[config.mk]
export PLATFORM = sky130hd
export DESIGN_NAME = stream_mux_rr
export DESIGN_NICKNAME = d
export VERILOG_FILES = /design/src/rtl/stream_mux_rr.sv
export SDC_FILE = /design/constraint.sdc
export NUM_CORES = 1
export LEC_CHECK = 0
export CAP_MARGIN = 20
export CORE_MARGIN = 2
export CORE_UTILIZATION = 35
export CTS_CLUSTER_SIZE = 14
export DETAILED_ROUTE_END_ITERATION = 16
export PLACE_DENSITY = 0.73
export SYNTH_ARGS = -nofsm -noshare
export SYNTH_HDL_FRONTEND = slang
export SYNTH_SLANG_ARGS = --single-unit
[constraint.sdc]
create_clock -name clk -period 2.6 [get_ports clk]
set_input_delay 0.52 -clock clk [delete_from_list [all_inputs] [get_ports clk]]
set_output_delay 0.52 -clock clk [all_outputs]
set_load 0.005 [all_outputs]
[src/rtl/stream_mux_rr.sv]
// rtl/stream_mux_rr.sv - registered N-to-1 stream mux with packet locking and rr/fixed arbitration
module stream_mux_rr #(
  parameter int  DATA_WIDTH = 8,
  parameter int  NUM_CH     = 4,
  parameter int  ARB_MODE   = 0,
  localparam int CH_W       = $clog2(NUM_CH)
) (
  input  logic                         clk,
  input  logic                         reset,
  input  logic [NUM_CH*DATA_WIDTH-1:0] in_data,
  input  logic [NUM_CH-1:0]            in_valid,
  input  logic [NUM_CH-1:0]            in_last,
  output logic [NUM_CH-1:0]            in_ready,
  output logic [DATA_WIDTH-1:0]        out_data,
  output logic                         out_last,
  output logic [CH_W-1:0]              out_ch,
  output logic                         out_valid,
  input  logic                         out_ready
);

  typedef enum logic {
    IDLE   = 1'b0,
    LOCKED = 1'b1
  } state_t;

  state_t          state_q, state_d;
  logic [CH_W-1:0] ptr_q, ptr_d;
  logic [CH_W-1:0] lock_q, lock_d;
  logic [CH_W-1:0] grant;
  logic            grant_vld;
  logic [CH_W-1:0] sel;
  logic            sel_ok;
  logic            sel_last;
  logic            load_en;
  logic            xfer;
  int              cand;

  logic [DATA_WIDTH-1:0] ch_data [NUM_CH];

  for (genvar i = 0; i < NUM_CH; i++) begin : g_unpack
    assign ch_data[i] = in_data[i*DATA_WIDTH +: DATA_WIDTH];
  end

  // Wrap a channel index to the next one, modulo NUM_CH (not necessarily a power of 2).
  function automatic logic [CH_W-1:0] next_ch(input logic [CH_W-1:0] c);
    if (int'(c) == NUM_CH - 1) begin
      return '0;
    end
    return c + CH_W'(1);
  endfunction

  // The output register may take a new beat when it is empty or being drained this cycle.
  assign load_en = !out_valid || out_ready;

  // Arbiter: search from the rr pointer (wrapping) or from index 0 in fixed-priority mode.
  always_comb begin
    grant     = '0;
    grant_vld = 1'b0;
    cand      = 0;
    for (int k = 0; k < NUM_CH; k++) begin
      if (ARB_MODE == 1) begin
        cand = k;
      end else begin
        cand = int'(ptr_q) + k;
        if (cand >= NUM_CH) begin
          cand = cand - NUM_CH;
        end
      end
      if (!grant_vld && in_valid[CH_W'(cand)]) begin
        grant     = CH_W'(cand);
        grant_vld = 1'b1;
      end
    end
  end

  // Inside a packet the locked channel owns the mux even while it is idle.
  assign sel      = (state_q == LOCKED) ? lock_q : grant;
  assign sel_ok   = (state_q == LOCKED) || grant_vld;
  assign sel_last = in_last[sel];
  assign xfer     = |(in_valid & in_ready);

  // State register: lock owner, rr pointer and IDLE/LOCKED.
  always_ff @(posedge clk or posedge reset) begin
    if (reset) begin
      state_q <= IDLE;
      lock_q  <= '0;
      ptr_q   <= '0;
    end else begin
      state_q <= state_d;
      lock_q  <= lock_d;
      ptr_q   <= ptr_d;
    end
  end

  // Next state: enter LOCKED on a non-final beat, leave it on the final beat and rotate the pointer.
  always_comb begin
    state_d = state_q;
    lock_d  = lock_q;
    ptr_d   = ptr_q;
    if (xfer) begin
      if (state_q == IDLE) begin
        if (sel_last) begin
          ptr_d = next_ch(sel);
        end else begin
          state_d = LOCKED;
          lock_d  = sel;
        end
      end else if (sel_last) begin
        state_d = IDLE;
        ptr_d   = next_ch(lock_q);
      end
    end
  end

  // Outputs: one-hot ready to the selected channel, gated by output space and held low in reset.
  always_comb begin
    in_ready = '0;
    if (!reset && sel_ok && load_en) begin
      in_ready[sel] = 1'b1;
    end
  end

  // Output register: refill on load_en, keep payload stable while stalled or empty.
  always_ff @(posedge clk or posedge reset) begin
    if (reset) begin
      out_valid <= 1'b0;
      out_data  <= '0;
      out_last  <= 1'b0;
      out_ch    <= '0;
    end else if (load_en) begin
      out_valid <= xfer;
      if (xfer) begin
        out_data <= ch_data[sel];
        out_last <= sel_last;
        out_ch   <= sel;
      end
    end
  end

endmodule

# Word level (Yosys, flattened, before mapping)
# Cells that the tools add are included.
[classes] add_sub_neg=9 n_lt_le_gt_ge=11 n_eq_ne=2 mux=49 bitwise=4 reduce_logical=17
[op_table] operator="$mux W2" n=16
[op_table] operator="$mux W1" n=23
[op_table] operator="$bmux W8 S2" n=1
[op_table] operator="$lt A2 B4 Y1 const B" n=4
[op_table] operator="$mux W8" n=2
[op_table] operator="$ge A3 B3 Y1 const B" n=4
[op_table] operator="$bmux W1 S2" n=5
[op_table] operator="$sub A2 B1 Y2 const B" n=4
[op_table] operator="$add A2 B2 Y3 const B" n=2
[op_table] operator="$logic_and A1 B1 Y1" n=6
[op_table] operator="$logic_not A1 Y1" n=5
[op_table] operator="$add A2 B1 Y2 const B" n=2
[op_table] operator="$and A4 B4 Y4" n=1
[op_table] operator="$eq A2 B1 Y1 const B" n=2
[op_table] operator="$mux W4" n=1
[op_table] operator="$reduce_and A2 Y1" n=2
[op_table] operator="$reduce_or A4 Y1" n=1
[op_table] operator="$add A2 B1 Y3 const B" n=1
[op_table] operator="$ge A2 B3 Y1 const B" n=1
[op_table] operator="$lt A2 B3 Y1 const B" n=1
[op_table] operator="$not A2 Y3" n=1
[op_table] operator="$reduce_and A3 Y1" n=1
[op_table] operator="$demux W1 S2" n=1
[op_table] operator="$ge A2 B1 Y1 const B" n=1
[op_table] operator="other kinds (2)" n=4
[word_totals] reg_bits=17 in_bits=43 output_inout_bits=16 wordCells=99

# Longest topological paths before layout
[depth] depth_word=27 ltp_mapped=12 ltp_nobuf=9

# Worst setup path after synthesis
# OpenSTA, ideal clock, no wires.
[synth_path] path_type="input-to-reg" start="in in_valid[2]" end="reg lock_q[0]" setup_ps=128 t_arrival_ps=2605 t_required_ps=2472 slack_ps=-132 path_stages=10 n_path_buf=2 path_cell_list="nor2b_1 > a2111oi_0 > a221o_1 > buf_6 > clkbuf_1 > ha_1 > nand3_1 > o211ai_4 > nor3b_4 > mux2_1"
[synth_via] elab_chain_cells=22 elab_cells_between_ends=42 cone_classes="2 x order compare; 26 x mux; 2 x bitwise; 12 x reduce/logical"
[synth_lines] element="from (decl)" line_no="11" rtl="input logic [NUM_CH-1:0] in_valid,"
[synth_lines] element="$bmux W1 S2" line_no="69" rtl="if (!grant_vld && in_valid[CH_W'(cand)]) begin"
[synth_lines] element="$mux W1 (not written as such) (2 in series)" line_no="69"
[synth_lines] element="$mux W1" line_no="69"
[synth_lines] element="$logic_not A1 Y1" line_no="69"
[synth_lines] element="$logic_and A1 B1 Y1" line_no="69"
[synth_lines] element="$mux W1" line_no="69"
[synth_lines] element="$logic_not A1 Y1" line_no="69"
[synth_lines] element="$logic_and A1 B1 Y1" line_no="69"
[synth_lines] element="(+5 left out)"
[synth_lines] element="$lt A2 B3 Y1 (not written as such) or $ge A2 B1 Y1 (tied branches)" line_no="119" rtl="in_ready[sel] = 1'b1;"
[synth_lines] element="$logic_and A1 B1 Y1 (not written as such)" line_no="119"
[synth_lines] element="$mux W1 (not written as such)" line_no="119"
[synth_lines] element="$demux W1 S2" line_no="119"
[synth_lines] element="$mux W4" line_no="118" rtl="if (!reset && sel_ok && load_en) begin"
[synth_lines] element="$and A4 B4 Y4" line_no="80" rtl="assign xfer = |(in_valid & in_ready);"
[synth_lines] element="$reduce_or A4 Y1" line_no="80"
[synth_lines] element="$reduce_and A3 Y1 (no line)"
[synth_lines] element="to (signal assigned)" line_no="90" rtl="lock_q <= lock_d;"
[synth_lines] element="to (decl)" line_no="28" rtl="logic [CH_W-1:0] lock_q, lock_d;"
# Parallel ways exist; a longest one is shown, timed or not. The select of a mux whose other input is x is not followed.
# A chain may end at the register's enable or synchronous reset.

# Worst setup path in the final report
[layout_path] start="in in_valid[0]" end="out in_ready[0]"
[layout_via] elab_chain_cells=19 elab_cells_between_ends=36 cone_classes="2 x order compare; 24 x mux; 10 x reduce/logical"
[layout_lines] element="$bmux W1 S2" line_no="69"
[layout_lines] element="$mux W1 (not written as such) (2 in series)" line_no="69"
[layout_lines] element="$mux W1" line_no="69"
[layout_lines] element="$logic_not A1 Y1" line_no="69"
[layout_lines] element="$logic_and A1 B1 Y1" line_no="69"
[layout_lines] element="$mux W1" line_no="69"
[layout_lines] element="$logic_not A1 Y1" line_no="69"
[layout_lines] element="$logic_and A1 B1 Y1" line_no="69"
[layout_lines] element="(+2 left out)"
[layout_lines] element="$logic_and A1 B1 Y1" line_no="69"
[layout_lines] element="$mux W2" line_no="69"
[layout_lines] element="$mux W2" line_no="77" rtl="assign sel = (state_q == LOCKED) ? lock_q : grant;"
[layout_lines] element="$lt A2 B3 Y1 (not written as such) or $ge A2 B1 Y1 (tied branches)" line_no="119"
[layout_lines] element="$logic_and A1 B1 Y1 (not written as such)" line_no="119"
[layout_lines] element="$mux W1 (not written as such)" line_no="119"
[layout_lines] element="$demux W1 S2" line_no="119"
[layout_lines] element="$mux W4 *" line_no="118"
[layout_lines] element="to (decl)" line_no="13" rtl="output logic [NUM_CH-1:0] in_ready,"
# Mark *: on every way between the ends. The rest lies on a longest branch, timed or not. The select of a mux whose other input is x is not followed.

==> flow_metrics.tcl <==
set metrics [dict create \
    wirelength_um 3620 \
    worstSetupStartpointType "input pin" \
    cts_num_sinks 17 \
    rr_worst_depth 10 \
    vias_per_cell 5.05 \
    grt_antenna_before_repair 0 \
    timing.final.crit_share_pct 97.3 \
    die_height_um 63.4 \
    flop_and_latch_count_out_of_synthesis 17 \
    portBuffers 58 \
    critical_path_peak_fanout 6 \
    report.final.slew_viol_count 0 \
    netlist_area_um2 1240 \
    hold_depth 1 \
    via_count 1177 \
    wire_length_of_the_first_global_routing_pass_um 6070 \
    finish.instance_area_um2 2060 \
    postCtsHoldBufs 0 \
    leading_cell_type_in_the_layout_fill_and_taps_excluded "clkdlybuf4s50_1" \
    detailed_place_hpwl_um 2940 \
    tritoncts "done" \
    start_util_pct 36.8 \
    required_time_at_the_endpoint_of_the_critical_path_ns 2.08 \
    drc 0 \
    ant_nets 0 \
    layout_min_cycle_time_ns 2.53 \
    track_usage_pct 19.6 \
    clock_path_buffers 2 \
    h-tree-depth 1 \
    total_leakage_power_nw 0.865 \
    avgRoutedWirePerCell_um 15.5 \
    timing.max_slew.rel_slack_pct 55.0 \
    initialDrtViolationCount 54 \
    placement_rows 21 \
    ys_types 38 \
    finalHoldWorstSlack_ns 0.510 \
    power_density_nw_per_um2 1020 \
    routabilityCongestion 0.897 \
    setup_slack_after_placement_ns -0.609 \
    layout_common_cells "clkdlybuf4s50_1, buf_4, dfrtp_1, mux4_2, mux2_2" \
    global_route.overflow_total 0 \
    syn_inst_count 107 \
    core_area_um2 3360 \
    diodes 0 \
    worstPathArrival_ns 2.01 \
    clk_latency_ns 0.29 \
    synth-edff-count 0 \
    synth_nets 151 \
    synth_area_per_cell_um2 11.6 \
    design.portCount 59 \
    tightest_slew_ns 0.674 \
    seq_area_frac_synth_pct 34.4 \
    root_buffer "clkbuf_4" \
    nets 232 \
    max_cap_violations 0 \
    ir_drop_v 0.000482 \
    tritoncts.num_buffers 3 \
    final-hold-violation-count 0 \
    critPathCaptureType "output port" \
    setup_viol 0 \
    fillCellCount 301 \
    final_layout_size_suffix_gt1_share_pct 35.3 \
    outcome "completed" \
    timing.clock.skew_ns 0.00283 \
    area_delta_synth_final_pct 66.3 \
    hold_path.class "reg2reg" \
    fmax_ghz 0.395 \
    grt_start_max_net_pins 18 \
    clk_pin_slew_worst_paths_ns 0.10 \
    placedInstanceArea_um2 2010 \
    worst-setup-path-type "in2out" \
    grt_setup_unrepaired "no" \
    drt-pass1-iter-count 4 \
    full_die_area_um2 4020 \
    fp.dieW_um 63.4 \
    layout_setup_ws_ns 0.0696 \
    synth_top_flop_cell "dfrtp_1" \
    yosys_warnings 0 \
    async_set_or_reset_flop_fraction_in_the_synthesized_netlist_pct 100 \
    grt_pass1_vias 1346 \
]
-- timing repair --
action                     in CTS  in global routing
pin swaps                       1                  3
resized for setup              22                  8
buffers inserted                1                  0
setup endpoints to repair      20                  5
-- final timing paths --
check / end / slack (ns) / start
setup reg to reg: lock_q[1] / 0.16 / ptr_q[0]
hold reg to reg: out_ch[0] / 0.51 / out_ch[0]
hold / removal: out_ch[0] / 0.51 / out_ch[0]
setup / recovery: in_ready[0] / 0.07 / in_valid[0]
max in group asynchronous: ptr_q[0] / 1.47 / reset
min in group asynchronous: ptr_q[1] / 0.67 / reset
-- synthesized netlist by cell type, types with 2 or more instances --
| cell | instances | area, µm² |
|---|---|---|
| buf_6 | 4 | 45.0 |
| nor3_1 | 3 | 15.0 |
| nor2_1 | 7 | 26.3 |
| inv_1 | 6 | 22.5 |
| nand2b_1 | 3 | 18.8 |
| mux2i_1 | 2 | 20.0 |
| a21oi_1 | 2 | 10.0 |
| a211oi_2 | 2 | 25.0 |
| mux2_2 | 8 | 90.1 |
| nor2b_1 | 3 | 18.8 |
| nand3_1 | 2 | 10.0 |
| o21a_1 | 2 | 15.0 |
| dfrtp_1 | 17 | 425 |
| mux2_1 | 3 | 33.8 |
| nand2_1 | 6 | 22.5 |
| mux4_2 | 8 | 180 |
| a221o_1 | 2 | 20.0 |
| a31oi_1 | 2 | 12.5 |
| o21ai_0 | 4 | 20.0 |
| and2_1 | 3 | 18.8 |
-- metrics by stage --
step	util [%]	cells	power, W	TNS (ns)
3_3_place_gp	59.7	228	0.00189	-8.44
2_1_floorplan	-	107	0.00135	0
3_5_place_dp	59.7	228	0.00194	-9.40
5_1_grt	61.1	233	0.00227	0
6_report	61.1	233	0.00210	0
4_1_cts	61.6	233	0.00212	-0.00667
-- power by group --
group / switching, W / internal, W
sequential: 0.0000909 / 0.000400
combinational: 0.000591 / 0.000873
clock: 0.0000873 / 0.0000597
-- cells by family (layout without fill, tap and decap cells) --
group	count (synthesis)	in the layout	share of synthesized area, %
AND/OR/NAND/NOR	36	36	17.5
multiplexers	21	21	26.2
AO/OA/AOI/OAI	19	19	13.8
flip-flops	17	17	34.4
buffers and inverters	12	92	6.38
adder cells (fa/ha/maj)	1	1	1.01
XOR/XNOR	1	1	0.709
-- flip-flops by register name, summed over array words and instances (netlist names) --
name,flops
lock_q,2
out_ch,2
out_data,8
out_last,1
out_valid,1
ptr_q,2
state_q,1
-- critical path: stages --
cell and delay, ns:
clkdlybuf4s15_2 0.24, nor2b_4 0.15, o21a_1 0.19, or3_4 0.39
nand2_4 0.08, buf_4 0.13, nor2_1 0.04, dlygate4sd2_1 0.26
-- layer usage --
metal  global-route usage [%]  up-vias  wire length (µm)
li1                         -      554                 -
met1                     21.2      564              1330
met2                     36.4       53              1960
met3                     4.46        6               268
met4                     8.15        0                65
met5                        0        -                 0
-- area by class of cell --
cell class | instances | area, µm² | area share (%)
Tap cell | 46 | 57.6 | 2.80
Sequential cell | 17 | 427 | 20.8
Timing Repair Buffer | 82 | 738 | 35.9
Clock buffer | 4 | 26.3 | 1.28
Multi-Input combinational cell | 78 | 785 | 38.2
Inverter | 6 | 22.5 | 1.10
(Power assumes the default switching activity.)
==> edit, RTL diff (same flow settings) <==
The parameter `ARB_MODE` goes from 0 to 1.
--- a/src/rtl/stream_mux_rr.sv
+++ b/src/rtl/stream_mux_rr.sv
@@ -2,7 +2,7 @@
 module stream_mux_rr #(
   parameter int  DATA_WIDTH = 8,
   parameter int  NUM_CH     = 4,
-  parameter int  ARB_MODE   = 0,
+  parameter int  ARB_MODE   = 1,
   localparam int CH_W       = $clog2(NUM_CH)
 ) (
   input  logic                         clk,
Behaviour: not the same (Yosys sat finds a counterexample within 4 cycles, from zero or initial values and one cycle with reset high).
==> edit against the original RTL <==
  * Register-to-register slack improved by 610 ps
  * Critical path type unchanged
  * Routed wire length rose by 1.9%
  * Area after synthesis fell by 5.2%
  * Synthesized cell count rose by 20%
  * Final area fell by 6.9%
  * Critical endpoint is now in_ready[3]
  * Via count rose by 10%
  * Sequential cell count fell by 2
  * Worst setup slack got worse by 34 ps
Power is not compared: it rests on default switching activity, and its combinational part moved more than twofold at a synthesized area within 25%.
==> edit: results (changes against the original RTL) <==
vias in the first global route 1231 (-8.5%); slowest stage cell, crit path clkdlybuf4s50_1; Non-clock buffer share 37.0% (+1.1 points); via count 1299 (+10%); routed vias/inst 5.37 (+6.3%); multi-input logic cell count 92 (+18%); Lkg Pwr ~0.8 nW; Non-clock inverters 10 (+4); Worst-Margin Slew 577 ps (-97.1 ps); final wirelength 3690 um (+1.9%); GP Congestion 0.840 (-6.4%); crit-path max FO 3 (-3); nets@finish 240 (+3.4%); non-clock buffer count 75 (-8.5%); Post-Synth XOR/XNOR Area 0% (-0.71 points); ys async rst share 100% (unchanged); Core ar. 3280 um2 (-2.3%); ys flop type dfrtp_1; Yosys cell types 32 (-16%); Resized Gates After CTS 5 (-77%); Clock buf/inv share 1.37% (+0.094 points); post-synthesis mux area share 20.5% (-5.7 points); Reg area 375 um2 (-12%); CP delay by family, top buffers and inverters; slowest stage delay, CP 490 ps (+100 ps); Fill cells 304 (+1.0%); initial drt markers 65 (+20%); DP Wirelength 3030 um (+2.9%); TritonCTS buffer count 3 (unchanged); total global-route track usage 19.9% (+0.24 points); Setup Fix Bufs, Post-CTS 0 (-1); Synth Area in Compound Gates 27.2% (+13 points); Syn Area/Cell 9.16 um2 (-21%); status finished, final reports clean; dpl cell area 1870 um2 (-7.0%); Adder-Cell Fraction of Synth Area 0% (-1.0 points); largest net degree at the start of global routing 16 (-2); pre-CTS setup slack -118 ps (+491 ps); FF+latch count, synth 15 (-2); sequential cell area share 19.6% (-1.1 points); top post-synthesis cells by area dfrtp_1, mux2_2, mux2i_1, a32oi_1, o221ai_1; register area share after synthesis 32.0% (-2.4 points); Multi-input gate area 709 um2 (-9.6%); Post-synth top cells dfrtp_1, mux2_2, o21ai_0; Worst Path Arrival 2040 ps (+30 ps); clock skew 3.81 ps (+0.976 ps); syn_nets 171 (+13%)
[edit: worst paths after layout]
| kind | startpoint | end | slack, ps | cells past startpoint |
|---|---|---|---|---|
| min reg2reg | out_last | out_last | 490 | 1 |
| min | out_last | out_last | 490 | 1 |
| min in group asynchronous | reset | out_ch[1] | 680 | 2 |
| max in group asynchronous | reset | lock_q[1] | 1540 | 2 |
| max reg2reg | state_q | state_q | 770 | 5 |
| max | in_valid[0] | in_ready[3] | 40 | 5 |
[edit: metal layers]
metal  share of wire, %  routed length (um)  vias to the layer above  track usage [%]
met5                  0                   0                        -                0
met4               0.33                  12                        0             5.17
met3                6.8                 252                        2             3.93
met2                 53                1960                       62             36.8
met1                 40                1460                      614             23.3
li1                   -                   -                      621                -
[edit: power breakdown]
group | internal (W) | switching [W] | total, W
Combinational | 0.000384 | 0.000297 | 0.000681
Sequential | 0.000319 | 0.0000597 | 0.000378
Clock | 0.0000597 | 0.0000761 | 0.000136
Total | 0.000762 | 0.000432 | 0.00119
